**src/rtl/mul_wb_buffer_pkg.sv**
```systemverilog
// rtl/mul_wb_buffer_pkg.sv - shared datapath widths for the multiplier writeback buffer
package mul_wb_buffer_pkg;

  localparam int DEF_WORD_SIZE       = 32;
  localparam int DEF_INSTR_TYPE_SZ   = 4;
  localparam int DEF_ROB_ENTRY_WIDTH = 5;
  localparam int DEF_WB_DEPTH        = 2;

endpackage

```
**src/rtl/mul_wb_buffer_if.sv**
```systemverilog
// rtl/mul_wb_buffer_if.sv - upstream M-stage and ROB write-port signal bundle
interface mul_wb_buffer_if
  import mul_wb_buffer_pkg::*;
#(
  parameter int WORD_SIZE       = DEF_WORD_SIZE,
  parameter int INSTR_TYPE_SZ   = DEF_INSTR_TYPE_SZ,
  parameter int ROB_ENTRY_WIDTH = DEF_ROB_ENTRY_WIDTH,
  parameter int DEPTH           = DEF_WB_DEPTH
) ();

  logic                       flush;
  logic                       valid_in;
  logic [INSTR_TYPE_SZ-1:0]   instruction_type_in;
  logic [WORD_SIZE-1:0]       pc_in;
  logic [WORD_SIZE-1:0]       result_in;
  logic [ROB_ENTRY_WIDTH-1:0] rob_id_in;
  logic                       stall;
  logic                       rob_wr_valid;
  logic                       rob_wr_ready;
  logic [INSTR_TYPE_SZ-1:0]   rob_wr_type;
  logic [WORD_SIZE-1:0]       rob_wr_pc;
  logic [WORD_SIZE-1:0]       rob_wr_value;
  logic [ROB_ENTRY_WIDTH-1:0] rob_wr_id;
  logic [$clog2(DEPTH):0]     occupancy;

  // Pipeline/ROB side: drives the upstream entry, flush and the ROB grant.
  modport master (
    output flush, valid_in, instruction_type_in, pc_in, result_in, rob_id_in, rob_wr_ready,
    input  stall, rob_wr_valid, rob_wr_type, rob_wr_pc, rob_wr_value, rob_wr_id, occupancy
  );

  // Buffer side.
  modport slave (
    input  flush, valid_in, instruction_type_in, pc_in, result_in, rob_id_in, rob_wr_ready,
    output stall, rob_wr_valid, rob_wr_type, rob_wr_pc, rob_wr_value, rob_wr_id, occupancy
  );

endinterface

```
**src/rtl/mul_wb_buffer_sync_fifo.sv**
```systemverilog
// rtl/mul_wb_buffer_sync_fifo.sv - generic flushable in-order FIFO
module mul_wb_buffer_sync_fifo #(
  parameter int WIDTH = 8,
  parameter int DEPTH = 2
) (
  input  logic                     clk,
  input  logic                     reset,
  input  logic                     flush,
  input  logic                     push_valid,
  input  logic [WIDTH-1:0]         push_data,
  output logic                     full,
  output logic                     pop_valid,
  input  logic                     pop_ready,
  output logic [WIDTH-1:0]         pop_data,
  output logic [$clog2(DEPTH):0]   count
);

  localparam int AW = $clog2(DEPTH);
  localparam int CW = AW + 1;

  logic [WIDTH-1:0] mem [DEPTH];
  logic [AW-1:0]    head;
  logic [AW-1:0]    tail;
  logic             push;
  logic             pop;

  // Flush masks both sides; a full buffer refuses pushes even when popping.
  always_comb begin
    full      = (count == CW'(DEPTH));
    pop_valid = (count != '0);
    push      = push_valid && !full && !flush;
    pop       = pop_valid && pop_ready && !flush;
    pop_data  = mem[head];
  end

  // Pointer and occupancy bookkeeping; pointers wrap naturally at DEPTH.
  always_ff @(posedge clk or posedge reset) begin
    if (reset) begin
      head  <= '0;
      tail  <= '0;
      count <= '0;
    end else if (flush) begin
      head  <= '0;
      tail  <= '0;
      count <= '0;
    end else begin
      if (push) tail <= tail + AW'(1);
      if (pop)  head <= head + AW'(1);
      if (push && !pop)      count <= count + CW'(1);
      else if (pop && !push) count <= count - CW'(1);
    end
  end

  // Payload storage; flush leaves contents in place, only reset clears them.
  always_ff @(posedge clk or posedge reset) begin
    if (reset) begin
      for (int i = 0; i < DEPTH; i++) mem[i] <= '0;
    end else if (push) begin
      mem[tail] <= push_data;
    end
  end

endmodule

```
**src/rtl/mul_wb_buffer.sv**
```systemverilog
// rtl/mul_wb_buffer.sv - multiplier writeback buffer feeding the ROB write port
module mul_wb_buffer
  import mul_wb_buffer_pkg::*;
#(
  parameter int WORD_SIZE       = DEF_WORD_SIZE,
  parameter int INSTR_TYPE_SZ   = DEF_INSTR_TYPE_SZ,
  parameter int ROB_ENTRY_WIDTH = DEF_ROB_ENTRY_WIDTH,
  parameter int DEPTH           = DEF_WB_DEPTH
) (
  input logic             clk,
  input logic             reset,
  mul_wb_buffer_if.slave  bus
);

  localparam int PAYLOAD_W = INSTR_TYPE_SZ + 2 * WORD_SIZE + ROB_ENTRY_WIDTH;

  logic [PAYLOAD_W-1:0] push_data;
  logic [PAYLOAD_W-1:0] head_data;
  logic                 full;
  logic                 head_valid;

  assign push_data = {bus.instruction_type_in, bus.pc_in, bus.result_in, bus.rob_id_in};

  mul_wb_buffer_sync_fifo #(
    .WIDTH (PAYLOAD_W),
    .DEPTH (DEPTH)
  ) u_fifo (
    .clk        (clk),
    .reset      (reset),
    .flush      (bus.flush),
    .push_valid (bus.valid_in),
    .push_data  (push_data),
    .full       (full),
    .pop_valid  (head_valid),
    .pop_ready  (bus.rob_wr_ready),
    .pop_data   (head_data),
    .count      (bus.occupancy)
  );

  // Stall comes straight from registered occupancy, so no path from rob_wr_ready.
  always_comb begin
    bus.stall        = full;
    bus.rob_wr_valid = head_valid;
    {bus.rob_wr_type, bus.rob_wr_pc, bus.rob_wr_value, bus.rob_wr_id} = head_data;
  end

endmodule

```
**src/flat_wrapper.sv**
```systemverilog
// flat-port wrapper written by rule: the top's interface ports become plain ports
module mul_wb_buffer_flat import mul_wb_buffer_pkg::*;
#(
  parameter int WORD_SIZE       = DEF_WORD_SIZE,
  parameter int INSTR_TYPE_SZ   = DEF_INSTR_TYPE_SZ,
  parameter int ROB_ENTRY_WIDTH = DEF_ROB_ENTRY_WIDTH,
  parameter int DEPTH           = DEF_WB_DEPTH
)
  (clk, reset, bus_flush, bus_valid_in, bus_instruction_type_in, bus_pc_in, bus_result_in, bus_rob_id_in, bus_rob_wr_ready, bus_stall, bus_rob_wr_valid, bus_rob_wr_type, bus_rob_wr_pc, bus_rob_wr_value, bus_rob_wr_id, bus_occupancy);
  mul_wb_buffer_if #(.WORD_SIZE(WORD_SIZE), .INSTR_TYPE_SZ(INSTR_TYPE_SZ), .ROB_ENTRY_WIDTH(ROB_ENTRY_WIDTH), .DEPTH(DEPTH)) bus_i ();
  input logic clk;
  input logic reset;
  input wire logic [$bits(bus_i.flush)-1:0] bus_flush;
  input wire logic [$bits(bus_i.valid_in)-1:0] bus_valid_in;
  input wire logic [$bits(bus_i.instruction_type_in)-1:0] bus_instruction_type_in;
  input wire logic [$bits(bus_i.pc_in)-1:0] bus_pc_in;
  input wire logic [$bits(bus_i.result_in)-1:0] bus_result_in;
  input wire logic [$bits(bus_i.rob_id_in)-1:0] bus_rob_id_in;
  input wire logic [$bits(bus_i.rob_wr_ready)-1:0] bus_rob_wr_ready;
  output wire logic [$bits(bus_i.stall)-1:0] bus_stall;
  output wire logic [$bits(bus_i.rob_wr_valid)-1:0] bus_rob_wr_valid;
  output wire logic [$bits(bus_i.rob_wr_type)-1:0] bus_rob_wr_type;
  output wire logic [$bits(bus_i.rob_wr_pc)-1:0] bus_rob_wr_pc;
  output wire logic [$bits(bus_i.rob_wr_value)-1:0] bus_rob_wr_value;
  output wire logic [$bits(bus_i.rob_wr_id)-1:0] bus_rob_wr_id;
  output wire logic [$bits(bus_i.occupancy)-1:0] bus_occupancy;
  assign bus_i.flush = bus_flush;
  assign bus_i.valid_in = bus_valid_in;
  assign bus_i.instruction_type_in = bus_instruction_type_in;
  assign bus_i.pc_in = bus_pc_in;
  assign bus_i.result_in = bus_result_in;
  assign bus_i.rob_id_in = bus_rob_id_in;
  assign bus_i.rob_wr_ready = bus_rob_wr_ready;
  assign bus_stall = bus_i.stall;
  assign bus_rob_wr_valid = bus_i.rob_wr_valid;
  assign bus_rob_wr_type = bus_i.rob_wr_type;
  assign bus_rob_wr_pc = bus_i.rob_wr_pc;
  assign bus_rob_wr_value = bus_i.rob_wr_value;
  assign bus_rob_wr_id = bus_i.rob_wr_id;
  assign bus_occupancy = bus_i.occupancy;
  mul_wb_buffer #(.WORD_SIZE(WORD_SIZE), .INSTR_TYPE_SZ(INSTR_TYPE_SZ), .ROB_ENTRY_WIDTH(ROB_ENTRY_WIDTH), .DEPTH(DEPTH)) u_core (.clk(clk), .reset(reset), .bus(bus_i));
endmodule
```
**config.mk**
```make
export PLATFORM = sky130hd
export DESIGN_NAME = mul_wb_buffer_flat
export DESIGN_NICKNAME = d
export VERILOG_FILES = /design/src/rtl/mul_wb_buffer_pkg.sv /design/src/rtl/mul_wb_buffer_if.sv /design/src/rtl/mul_wb_buffer_sync_fifo.sv /design/src/rtl/mul_wb_buffer.sv /design/src/flat_wrapper.sv
export SDC_FILE = /design/constraint.sdc
export NUM_CORES = 1
export LEC_CHECK = 0
export BUFFER_PORTS_ARGS = -buffer_cell sky130_fd_sc_hd__buf_2
export CAP_MARGIN = 20
export CORE_MARGIN = 1.5
export CORE_UTILIZATION = 56
export CTS_BUF_LIST = sky130_fd_sc_hd__clkbuf_8
export DETAILED_ROUTE_END_ITERATION = 10
export PLACE_DENSITY = 0.8
export RECOVER_POWER = 25
export SYNTH_ARGS = -nofsm -noshare
export SYNTH_HDL_FRONTEND = slang
export SYNTH_SLANG_ARGS = --single-unit
```
**constraint.sdc**
```tcl
create_clock -name clk -period 5 [get_ports clk]
set_clock_uncertainty 0.1 [all_clocks]
set_input_delay 0.5 -clock clk [delete_from_list [all_inputs] [get_ports clk]]
set_output_delay 0.5 -clock clk [all_outputs]
set_load 0.05 [all_outputs]
```
==> results of run 1 <==
-- sequential cells by signal, indices dropped and copies added, names as in the netlist --
signal,cells
u_core.u_fifo.mem,146
u_core.u_fifo.count,2
u_core.u_fifo.head,1
u_core.u_fifo.tail,1
-- final timing paths --
path                       cells past startpoint              startpoint                endpoint  slack, ns
setup / recovery                               3      u_core.u_fifo.head        bus_rob_wr_id[0]       1.76
hold / removal                                 2           bus_pc_in[23]   u_core.u_fifo.mem[60]       0.19
setup reg to reg                               5  u_core.u_fifo.count[1]  u_core.u_fifo.mem[124]       2.81
hold reg to reg                                1  u_core.u_fifo.mem[131]  u_core.u_fifo.mem[131]       0.40
max in group asynchronous                      5                   reset      u_core.u_fifo.head       2.81
min in group asynchronous                      3                   reset   u_core.u_fifo.mem[72]       0.56
-- layout by cell type, fill, tap and decap left out, types with 2 or more instances in the layout --
cell type,instances
buf_2,154
clkinv_2,4
clkbuf_8,22
a21oi_1,4
mux2_1,2
inv_1,6
dfrtp_1,149
o21ai_0,2
mux2_2,157
mux2_4,60
buf_4,6
or2_2,2
-- cell type report --
type                            count  area (um2)
Clock buffer                       22         303
Sequential cell                   150        3750
Fill cell                         832        3590
Antenna cell                        1        2.50
Inverter                            3        12.5
Multi-Input combinational cell    238        2830
Clock inverter                      8        35.0
Tap cell                          143         179
Timing Repair Buffer              162         853
-- through the flow --
| stage | util [%] | area (um2) | instances |
|---|---|---|---|
| floorplan | - | 6750 | 414 |
| global placement | 65.7 | 7600 | 694 |
| detailed placement | 65.7 | 7600 | 694 |
| CTS | 68.6 | 7940 | 724 |
| global route | 68.9 | 7970 | 726 |
| finish | 68.9 | 7970 | 727 |
-- layer usage --
layer	vias up	routed length, um
met5	-	0
met4	0	121
met3	11	842
met2	109	6370
met1	2018	5620
li1	1802	-
-- cells by family (layout without fill, tap and decap cells) --
family                 after synthesis  in the layout  synth area share, %
AO/OA/AOI/OAI                        8              8                0.668
multiplexers                       220            220                 40.0
XOR/XNOR                             1              1                0.130
flip-flops                         150            150                 55.6
other                                0              1                    0
AND/OR/NAND/NOR                      9              9                 1.15
buffers and inverters               26            195                 2.37
-- synthesized netlist by cell type (all sizes together) --
library cell  instances
mux2                219
mux2i                 1
nand4b                1
o211ai                1
or3                   1
or2                   2
nor4                  1
nor3b                 1
buf                  15
clkbuf                8
dfrtp               150
o21ai                 2
or2b                  1
a21o                  1
inv                   3
xor2                  1
nand3b                1
a21oi                 4
nor2                  1
-- power by group --
part	internal, W	switching, W
logic	0.000546	0.000808
registers	0.00151	0.000162
clock network	0.000393	0.000413
-- what timing repair did --
item,CTS,global route
hold endpoints to repair,0,12
hold buffers,0,1
setup buffers,0,0
resized for setup,0,0
setup endpoints to repair,0,0
==> flow_metrics.env, run 1 <==
export IMPL_status="completed"
export IMPL_die_area_um2=12700
export IMPL_chipWidth_um=113
export IMPL_io_pins=155
export IMPL_slowest_stage="dfrtp_2"
export IMPL_drc=0
export IMPL_pre_cts_slack_ns=2.21
export IMPL_crit_type="register to output port"
export IMPL_critPathBufInv=2
export IMPL_die_y_um=113
export IMPL_fin_crit_ns=3.24
export IMPL_grt_pass1_wl_um=21300
export IMPL_insertion_delay_ns=0.45
export IMPL_synth_top_area_share_pct=55.6
export IMPL_gp_congestion=0.726
export IMPL_cts_tree="yes"
export IMPL_ant_nets=0
export IMPL_worst_pin_slew_ns=0.899
export IMPL_core_area_um2=11600
export IMPL_synth_area_leaders="dfrtp_1 56%, mux2_2 26%, mux2_4 13%, buf_6 1.2%, buf_2 0.59%"
export IMPL_cp_max_fo=39
export IMPL_hold_viol_final=0
export IMPL_grt_ovfl_total=0
export IMPL_peakVddDrop_mv=0.243
export IMPL_cts_buffer_depth=2
export IMPL_start_util_pct=58.3
export IMPL_final_setup_worst_slack_ns=1.76
export IMPL_path_clk_slew_ns=0.08
export IMPL_synthCells=414
export IMPL_syn_nets=492
export IMPL_cp_data_required_time_ns=4.40
export IMPL_post_route_period_util_pct=64.8
export IMPL_drive_above_1_share_pct=70.5
export IMPL_antenna_found_initial=1
export IMPL_worstSetupStartpointType="register"
export IMPL_firstDrtPassIters=4
export IMPL_clock_sinks=150
export IMPL_synth_seq_cells=150
export IMPL_htree_levels=4
export IMPL_path_cells="buf_4, mux2_2, buf_2"
export IMPL_avgRoutedWirePerCell_um=17.8
export IMPL_finalSetupViolations=0
export IMPL_p_total_w=0.00383
export IMPL_arrival_ns=2.64
export IMPL_numCtsBuffers=17
export IMPL_via_per_inst=5.42
export IMPL_syn_area_um2=6750
export IMPL_cp_top_family="flip-flops"
export IMPL_slowest_delay_ns=0.96
export IMPL_yosys_area_top_type="dfrtp_1"
export IMPL_synth_seq_area_share_pct=55.6
export IMPL_nets=650
export IMPL_critPathCaptureType="output port"
export IMPL_met2_usage_pct=34.2
export IMPL_top_usage_layer="met2"
export IMPL_avgSynthCellArea_um2=16.3
export IMPL_fmax_ghz=0.309
export IMPL_root_buffer="clkbuf_8"
export IMPL_place_port_buffers=154
export IMPL_setup_tns_ns=0
export IMPL_vias=3940
export IMPL_slew_violations=0
export IMPL_rows=39
export IMPL_first_global_vias=4176
export IMPL_hold_class="primary input to register"
export IMPL_met3_usage_pct=8.03
export IMPL_rsz0062_at_grt="false"
export IMPL_synth_cell_types=22
export IMPL_p_leak_nw=3.79
export IMPL_drt_total_wl_um=13000
export IMPL_holdWs_ns=0.193
export IMPL_cellPowerDensity_nw_per_um2=481
export IMPL_dp_hpwl_um=8480
export IMPL_cap_violations=0
export IMPL_drt_iter0_drc=159
export IMPL_area_delta_synth_final_pct=18.2
export IMPL_maxSlewHeadroom_pct=40.0
export IMPL_use_met1_pct=27.7
export IMPL_grt_usage_pct=21.5
export IMPL_yosysWarnings=0
export IMPL_grt_max_degree=112
(Power assumes the default switching activity.)
==> run 2, diff against run 1 <==
--- a/config.mk
+++ b/config.mk
@@ -5,6 +5,7 @@
 export SDC_FILE = /design/constraint.sdc
 export NUM_CORES = 1
 export LEC_CHECK = 0
+export ABC_AREA = 1
 export BUFFER_PORTS_ARGS = -buffer_cell sky130_fd_sc_hd__buf_2
 export CAP_MARGIN = 20
 export CORE_MARGIN = 1.5
==> constraint.sdc (replaced) <==
create_clock -name clk -period 3.38 [get_ports clk]
set_clock_uncertainty 0.1 [all_clocks]
set_input_delay 0.338 -clock clk [delete_from_list [all_inputs] [get_ports clk]]
set_output_delay 0.338 -clock clk [all_outputs]
set_load 0.05 [all_outputs]
==> run 2 against run 1 <==
Effect of this change: the flow now finishes with violations (capacitance limit, slew limit); sequential share of layout area is 0.052 points higher; global-route usage rose by 1.7 points; via count rose by 40%; hold slack got worse by 0.14 ns; critical path depth up 2; synthesized cell count up 98%; combinational power grew to 3.5 times the previous value; critical path type unchanged.
==> flow_metrics.env, run 2 <==
export IMPL_whs_endpoint="u_core.u_fifo.mem[75]"
export IMPL_drc=0
export IMPL_syn_nets=898
export IMPL_cp_max_fo=35
export IMPL_top_usage_layer="met2"
export IMPL_yosys_cell_count_top_type="nand2_1"
export IMPL_antenna_found_initial=1
export IMPL_cellPowerDensity_nw_per_um2=1120
export IMPL_violations="capacitance limit, slew limit"
export IMPL_avgRoutedWirePerCell_um=12.6
export IMPL_synth_area_leaders="dfrtp_1 55%, nand2_1 21%, o21ai_2 8.2%, o21ai_0 5.0%, inv_1 4.4%"
export IMPL_synthMuxAreaShare_pct=0
export IMPL_avgSynthCellArea_um2=8.34
export IMPL_vias=5499
export IMPL_peakVddDrop_mv=0.606
export IMPL_insertion_delay_ns=0.44
export IMPL_hold_class="primary input to register"
export IMPL_holdWs_ns=0.0485
export IMPL_stdcell_count=1115
export IMPL_synth_cell_types=19
export IMPL_synth_top_family_by_area="simple AND/OR/NAND/NOR gates"
export IMPL_cap_violations=1
export IMPL_gp_congestion=0.771
export IMPL_cts_buffer_depth=2
export IMPL_synth_main_ff_cell="dfrtp_1"
export IMPL_yosys_area_top_type="dfrtp_1"
export IMPL_cts_hold_buf=0
export IMPL_grt_max_degree=151
export IMPL_cp_data_required_time_ns=2.94
export IMPL_clock_sinks=150
export IMPL_r2r_end="u_core.u_fifo.mem[134]"
export IMPL_path_clk_slew_ns=0.08
export IMPL_largest_reg_flops=146
export IMPL_first_global_vias=5137
export IMPL_fin_crit_ns=2.34
export IMPL_maxSlewHeadroom_pct=-32.3
export IMPL_setup_tns_ns=0
export IMPL_drt_total_wl_um=14100
export IMPL_hp_start="bus_rob_id_in[2]"
export IMPL_p_leak_nw=4.57
export IMPL_grt_pass1_wl_um=23600
export IMPL_dp_cells=1085
export IMPL_fill_cells=1054
export IMPL_p_total_w=0.00894
export IMPL_synth_fa_ha_area_share_pct=0
export IMPL_core_area_um2=12000
export IMPL_post_cts_resized=0
export IMPL_met3_usage_pct=7.39
export IMPL_n_antenna_cell=0
export IMPL_synth_seq_area_share_pct=54.9
export IMPL_crit_type="register to output port"
export IMPL_synthXorXnorAreaFrac_pct=0
export IMPL_io_pins=155
export IMPL_finalSetupViolations=0
export IMPL_drive_above_1_share_pct=27.3
export IMPL_synth_simple_area_share_pct=21.6
export IMPL_rsz0062_at_grt="false"
export IMPL_firstDrtPassIters=5
export IMPL_start_util_pct=57.2
export IMPL_slew_violations=151
export IMPL_ant_nets=0
export IMPL_met2_usage_pct=36.3
export IMPL_root_buffer="clkbuf_8"
export IMPL_ys_top_cells_by_count="380 x nand2_1, 150 x dfrtp_1, 81 x inv_1"
export IMPL_nets=1035
export IMPL_use_met1_pct=30.4
export IMPL_synthCells=820
export IMPL_area_delta_synth_final_pct=16.5
export IMPL_synth_seq_cells=150
export IMPL_critPathCaptureType="output port"
export IMPL_yosysWarnings=0
export IMPL_synth_compound_area_share_pct=14.6
export IMPL_rows=40
export IMPL_drt_iter0_drc=420
export IMPL_fmax_ghz=0.428
export IMPL_synthArstFlopShare_pct=100
export IMPL_crit_reg2reg_launch="u_core.u_fifo.count[0]"
export IMPL_multi_input_area_um2=2490
export IMPL_die_y_um=114
export IMPL_final_common_cell="nand2_1"
export IMPL_max_flop_register="u_core.u_fifo.mem"
export IMPL_numCtsBuffers=17
export IMPL_dp_hpwl_um=9170
export IMPL_die_area_um2=12900
export IMPL_grt_ovfl_total=0
export IMPL_synth_edf_count=0
export IMPL_hold_viol_final=0
export IMPL_r2r_worst_path_cells=7
export IMPL_largest_registers="u_core.u_fifo.mem: 146 flops, u_core.u_fifo.count: 2 flops"
export IMPL_hold_depth=3
export IMPL_cts_tree="yes"
export IMPL_post_route_period_util_pct=69.2
export IMPL_place_port_buffers=154
export IMPL_status="finished with violations"
export IMPL_worstSetupStartpointType="register"
export IMPL_syn_area_um2=6840
export IMPL_synth_top_area_share_pct=54.9
export IMPL_worst_pin_slew_ns=1.99
export IMPL_final_core_util_pct=66.6
export IMPL_grt_usage_pct=23.2
export IMPL_r2r_slack_ns=1.19
export IMPL_arrival_ns=1.90
export IMPL_final_cell_mix="380 x nand2_1, 153 x buf_2, 149 x dfrtp_1"
export IMPL_via_per_inst=4.93
export IMPL_register_area_um2=3750
export IMPL_cts_setup_buffers=0
export IMPL_htree_levels=4
export IMPL_chipWidth_um=114
==> run 2: power breakdown <==
| group | internal (W) | switching, W |
|---|---|---|
| sequential | 0.00262 | 0.000441 |
| combinational | 0.00117 | 0.00352 |
| clock | 0.000582 | 0.000611 |
| total | 0.00437 | 0.00457 |
==> run 2: worst max path at each step <==
stage / from / end / slack, ns / cells past startpoint
finish: u_core.u_fifo.head / bus_rob_wr_value[5] / 1.04 / 5
global route: u_core.u_fifo.head / bus_rob_wr_id[4] / 0.88 / 5
detailed placement: u_core.u_fifo.count[0] / u_core.u_fifo.mem[125] / 1.19 / 7
global placement: bus_flush / u_core.u_fifo.mem[134] / 1.27 / 7
CTS: u_core.u_fifo.head / bus_rob_wr_value[20] / 0.99 / 5
floorplan: reset / u_core.u_fifo.count[0] / 1.05 / 1
==> run 2: cells by family after synthesis <==
kind of cell           Yosys count
flip-flops                     150
AND/OR/NAND/NOR                389
buffers and inverters          130
AO/OA/AOI/OAI                  151
==> run 2: critical path, cell delays in order (launching register included) <==
cell	delay, ns
dfrtp_2	0.44
inv_2	0.17
buf_4	0.39
nand2_1	0.10
nand2_1	0.07
buf_2	0.27
==> run 2: layout make-up <==
type                       count  area share (%)
inverter                      82            3.91
sequential                   150            47.1
clock inverter                 8           0.440
multi-input combinational    540            31.3
tap                          147            2.31
clock buffer                  22            3.80
timing repair buffer         166            11.1
==> run 2: per-layer routing <==
metal / part of all wire (%) / vias to the layer above
met4: 2.1 / 2
met1: 45 / 2551
met3: 5.9 / 24
li1: - / 2789
met5: 0.085 / -
met2: 47 / 133
==> run 2: through the flow <==
step / worst slack [ns] / area (um2)
after CTS: 0.988 / 7980
after global routing: 0.877 / 7960
after detailed placement: 1.19 / 7640
after global placement: 1.27 / 7640
after floorplan: 1.05 / 6840
final: 1.04 / 7960
==> run 3, diff against run 2 <==
--- a/config.mk
+++ b/config.mk
@@ -5,14 +5,14 @@
 export SDC_FILE = /design/constraint.sdc
 export NUM_CORES = 1
 export LEC_CHECK = 0
-export ABC_AREA = 1
+export ABC_AREA = 0
 export BUFFER_PORTS_ARGS = -buffer_cell sky130_fd_sc_hd__buf_2
 export CAP_MARGIN = 20
 export CORE_MARGIN = 1.5
-export CORE_UTILIZATION = 56
+export CORE_UTILIZATION = 51
 export CTS_BUF_LIST = sky130_fd_sc_hd__clkbuf_8
 export DETAILED_ROUTE_END_ITERATION = 10
-export PLACE_DENSITY = 0.8
+export PLACE_DENSITY = 0.77
 export RECOVER_POWER = 25
 export SYNTH_ARGS = -nofsm -noshare
 export SYNTH_HDL_FRONTEND = slang
==> constraint.sdc (replaced) <==
create_clock -name clk -period 1.9 [get_ports clk]
set_clock_uncertainty 0.1 [all_clocks]
set_input_delay 0.19 -clock clk [delete_from_list [all_inputs] [get_ports clk]]
set_output_delay 0.19 -clock clk [all_outputs]
set_load 0.05 [all_outputs]
==> run 3 against run 2 <==
Effect of this change: the flow finishes with violations (setup timing); combinational power barely moved; register-to-register slack got worse by 1.1 ns; flip-flop and latch count did not move; hold slack improved by 0.35 ns; clock power rose by 140%; highest routed layer is now met4.
==> flow_metrics.env, run 3 (same netlist as run 1, synthesis figures left out) <==
export IMPL_maxSlewHeadroom_pct=30.4
export IMPL_post_route_period_util_pct=104
export IMPL_hold_viol_final=0
export IMPL_hold_depth=1
export IMPL_max_flop_register="u_core.u_fifo.mem"
export IMPL_final_cell_mix="147 x dfrtp_1, 131 x mux2_2, 86 x mux2_4"
export IMPL_first_global_vias=4992
export IMPL_r2r_slack_ns=0.08
export IMPL_peakVddDrop_mv=0.682
export IMPL_place_port_buffers=154
export IMPL_grt_max_degree=79
export IMPL_crit_reg2reg_launch="u_core.u_fifo.count[0]"
export IMPL_cap_violations=0
export IMPL_rows=41
export IMPL_violations="setup timing"
export IMPL_worstSetupStartpointType="register"
export IMPL_dp_hpwl_um=9250
export IMPL_insertion_delay_ns=0.45
export IMPL_largest_reg_flops=146
export IMPL_drt_iter0_drc=204
export IMPL_cts_tree="yes"
export IMPL_p_seq_share_pct=36.8
export IMPL_cp_data_required_time_ns=1.61
export IMPL_register_area_um2=3760
export IMPL_worst_pin_slew_ns=1.04
export IMPL_r2r_worst_path_cells=5
export IMPL_stdcell_count=863
export IMPL_grt_usage_pct=23.8
export IMPL_path_clk_slew_ns=0.08
export IMPL_hold_class="register to register"
export IMPL_antenna_found_initial=1
export IMPL_slew_violations=0
export IMPL_area_delta_synth_final_pct=47.4
export IMPL_hp_start="u_core.u_fifo.mem[131]"
export IMPL_grt_pass1_wl_um=25600
export IMPL_grt_ovfl_total=0
export IMPL_drt_total_wl_um=17500
export IMPL_whs_endpoint="u_core.u_fifo.mem[131]"
export IMPL_vias=4543
export IMPL_numCtsBuffers=17
export IMPL_via_per_inst=5.26
export IMPL_die_y_um=118
export IMPL_r2r_end="u_core.u_fifo.mem[41]"
export IMPL_drive_above_1_share_pct=64.8
export IMPL_gp_congestion=0.739
export IMPL_nets=755
export IMPL_switching_power_w=0.00407
export IMPL_cellPowerDensity_nw_per_um2=1210
export IMPL_die_area_um2=13900
export IMPL_firstDrtPassIters=4
export IMPL_clock_sinks=150
export IMPL_swShare_pct=33.9
export IMPL_holdWs_ns=0.396
export IMPL_pwr_share_clk_pct=23.9
export IMPL_drc=0
export IMPL_crit_type="register to output port"
export IMPL_final_common_cell="dfrtp_1"
export IMPL_multi_input_area_um2=2930
export IMPL_root_buffer="clkbuf_8"
export IMPL_status="finished with violations"
export IMPL_core_area_um2=12800
export IMPL_avgRoutedWirePerCell_um=20.3
export IMPL_start_util_pct=52.8
export IMPL_fmax_ghz=0.504
export IMPL_p_leak_nw=4.63
export IMPL_final_setup_worst_slack_ns=-0.0823
export IMPL_cp_max_fo=12
export IMPL_rsz0062_at_grt="true"
export IMPL_htree_levels=4
export IMPL_final_core_util_pct=77.9
export IMPL_pre_cts_slack_ns=0.0241
export IMPL_fin_crit_ns=1.98
export IMPL_largest_registers="u_core.u_fifo.mem: 146 flops, u_core.u_fifo.count: 2 flops"
export IMPL_fill_cells=699
export IMPL_arrival_ns=1.69
export IMPL_cts_buffer_depth=2
export IMPL_dp_cells=740
export IMPL_critPathCaptureType="output port"
export IMPL_io_pins=155
export IMPL_intPower_w=0.00795
export IMPL_finalSetupViolations=73
export IMPL_ant_nets=0
export IMPL_chipWidth_um=118
export IMPL_combPwrFrac_pct=39.3
-- run 3: changes by cell type in the layout (fill, tap and decap cells not counted), sizes merged, moves of 2 or more --
| cell | change |
|---|---|
| inv | -81 |
| nand3 | -5 |
| buf | +21 |
| dlygate4sd3 | +77 |
| nand2 | -381 |
| clkbuf | +2 |
| bufinv | +5 |
| mux2 | +219 |
| o21ai | -146 |
-- run 3: worst max-delay path, stage by stage (launching register included) --
cell	delay (ns)
dfrtp_2	0.40
buf_6	0.14
buf_16	0.17
mux2_2	0.36
buf_6	0.16
-- run 3: routing by layer --
| layer | share of wire (%) | up-vias | global-route usage, % | routed length [um] |
|---|---|---|---|---|
| li1 | - | 2013 | - | - |
| met1 | 39 | 2353 | 27.8 | 6860 |
| met2 | 54 | 138 | 41.0 | 9380 |
| met3 | 4.8 | 39 | 6.40 | 842 |
| met4 | 2.4 | 0 | 10.6 | 426 |
| met5 | 0 | - | 0 | 0 |
-- run 3: per-stage QoR --
stage | TNS (ns) | cell area [um2] | total power [W]
CTS | -6.71 | 9630 | 0.0117
floorplan | -79.15 | 6770 | 0.00735
global placement | 0 | 7890 | 0.00796
finish | -3.96 | 9940 | 0.0120
detailed placement | 0 | 7890 | 0.00811
global route | -7.63 | 9940 | 0.0125
-- run 3: worst max-delay path by stage --
stage                                 from                endpoint  cells after the start
floorplan           u_core.u_fifo.count[1]  u_core.u_fifo.mem[100]                      5
global placement    u_core.u_fifo.count[1]   u_core.u_fifo.mem[87]                      6
detailed placement  u_core.u_fifo.count[1]   u_core.u_fifo.mem[92]                      6
CTS                     u_core.u_fifo.head    bus_rob_wr_value[13]                      4
global route            u_core.u_fifo.head        bus_rob_wr_pc[6]                      4
finish                  u_core.u_fifo.head        bus_rob_wr_pc[6]                      4
-- run 3: final cells by class --
type / instances / share of cell area (%)
well taps: 172 / 2.16
inverters: 3 / 0.126
clock buffers: 21 / 2.91
multi-input cells: 238 / 29.5
clock inverters: 11 / 1.79
repair buffers: 267 / 25.7
flip-flops and latches: 150 / 37.8
diodes: 1 / 0.0252
-- run 3: power groups by stage --
stage                     sequential [W]  clock, W  combinational (W)
after global placement           0.00435         0            0.00361
after CTS                        0.00438   0.00292            0.00439
after detailed placement         0.00442         0            0.00369
after floorplan                  0.00429         0            0.00306
final                            0.00443   0.00287            0.00472
after global routing             0.00450   0.00306            0.00491
-- run 3: timing repair --
action | in CTS | in global routing
hold endpoints to repair | 300 | 0
endpoints found under the setup margin | 74 | 192
gates cloned | 3 | 4
resized for setup | 132 | 71
setup buffers | 4 | 3
pin swaps | 0 | 1
hold buffers | 77 | 0
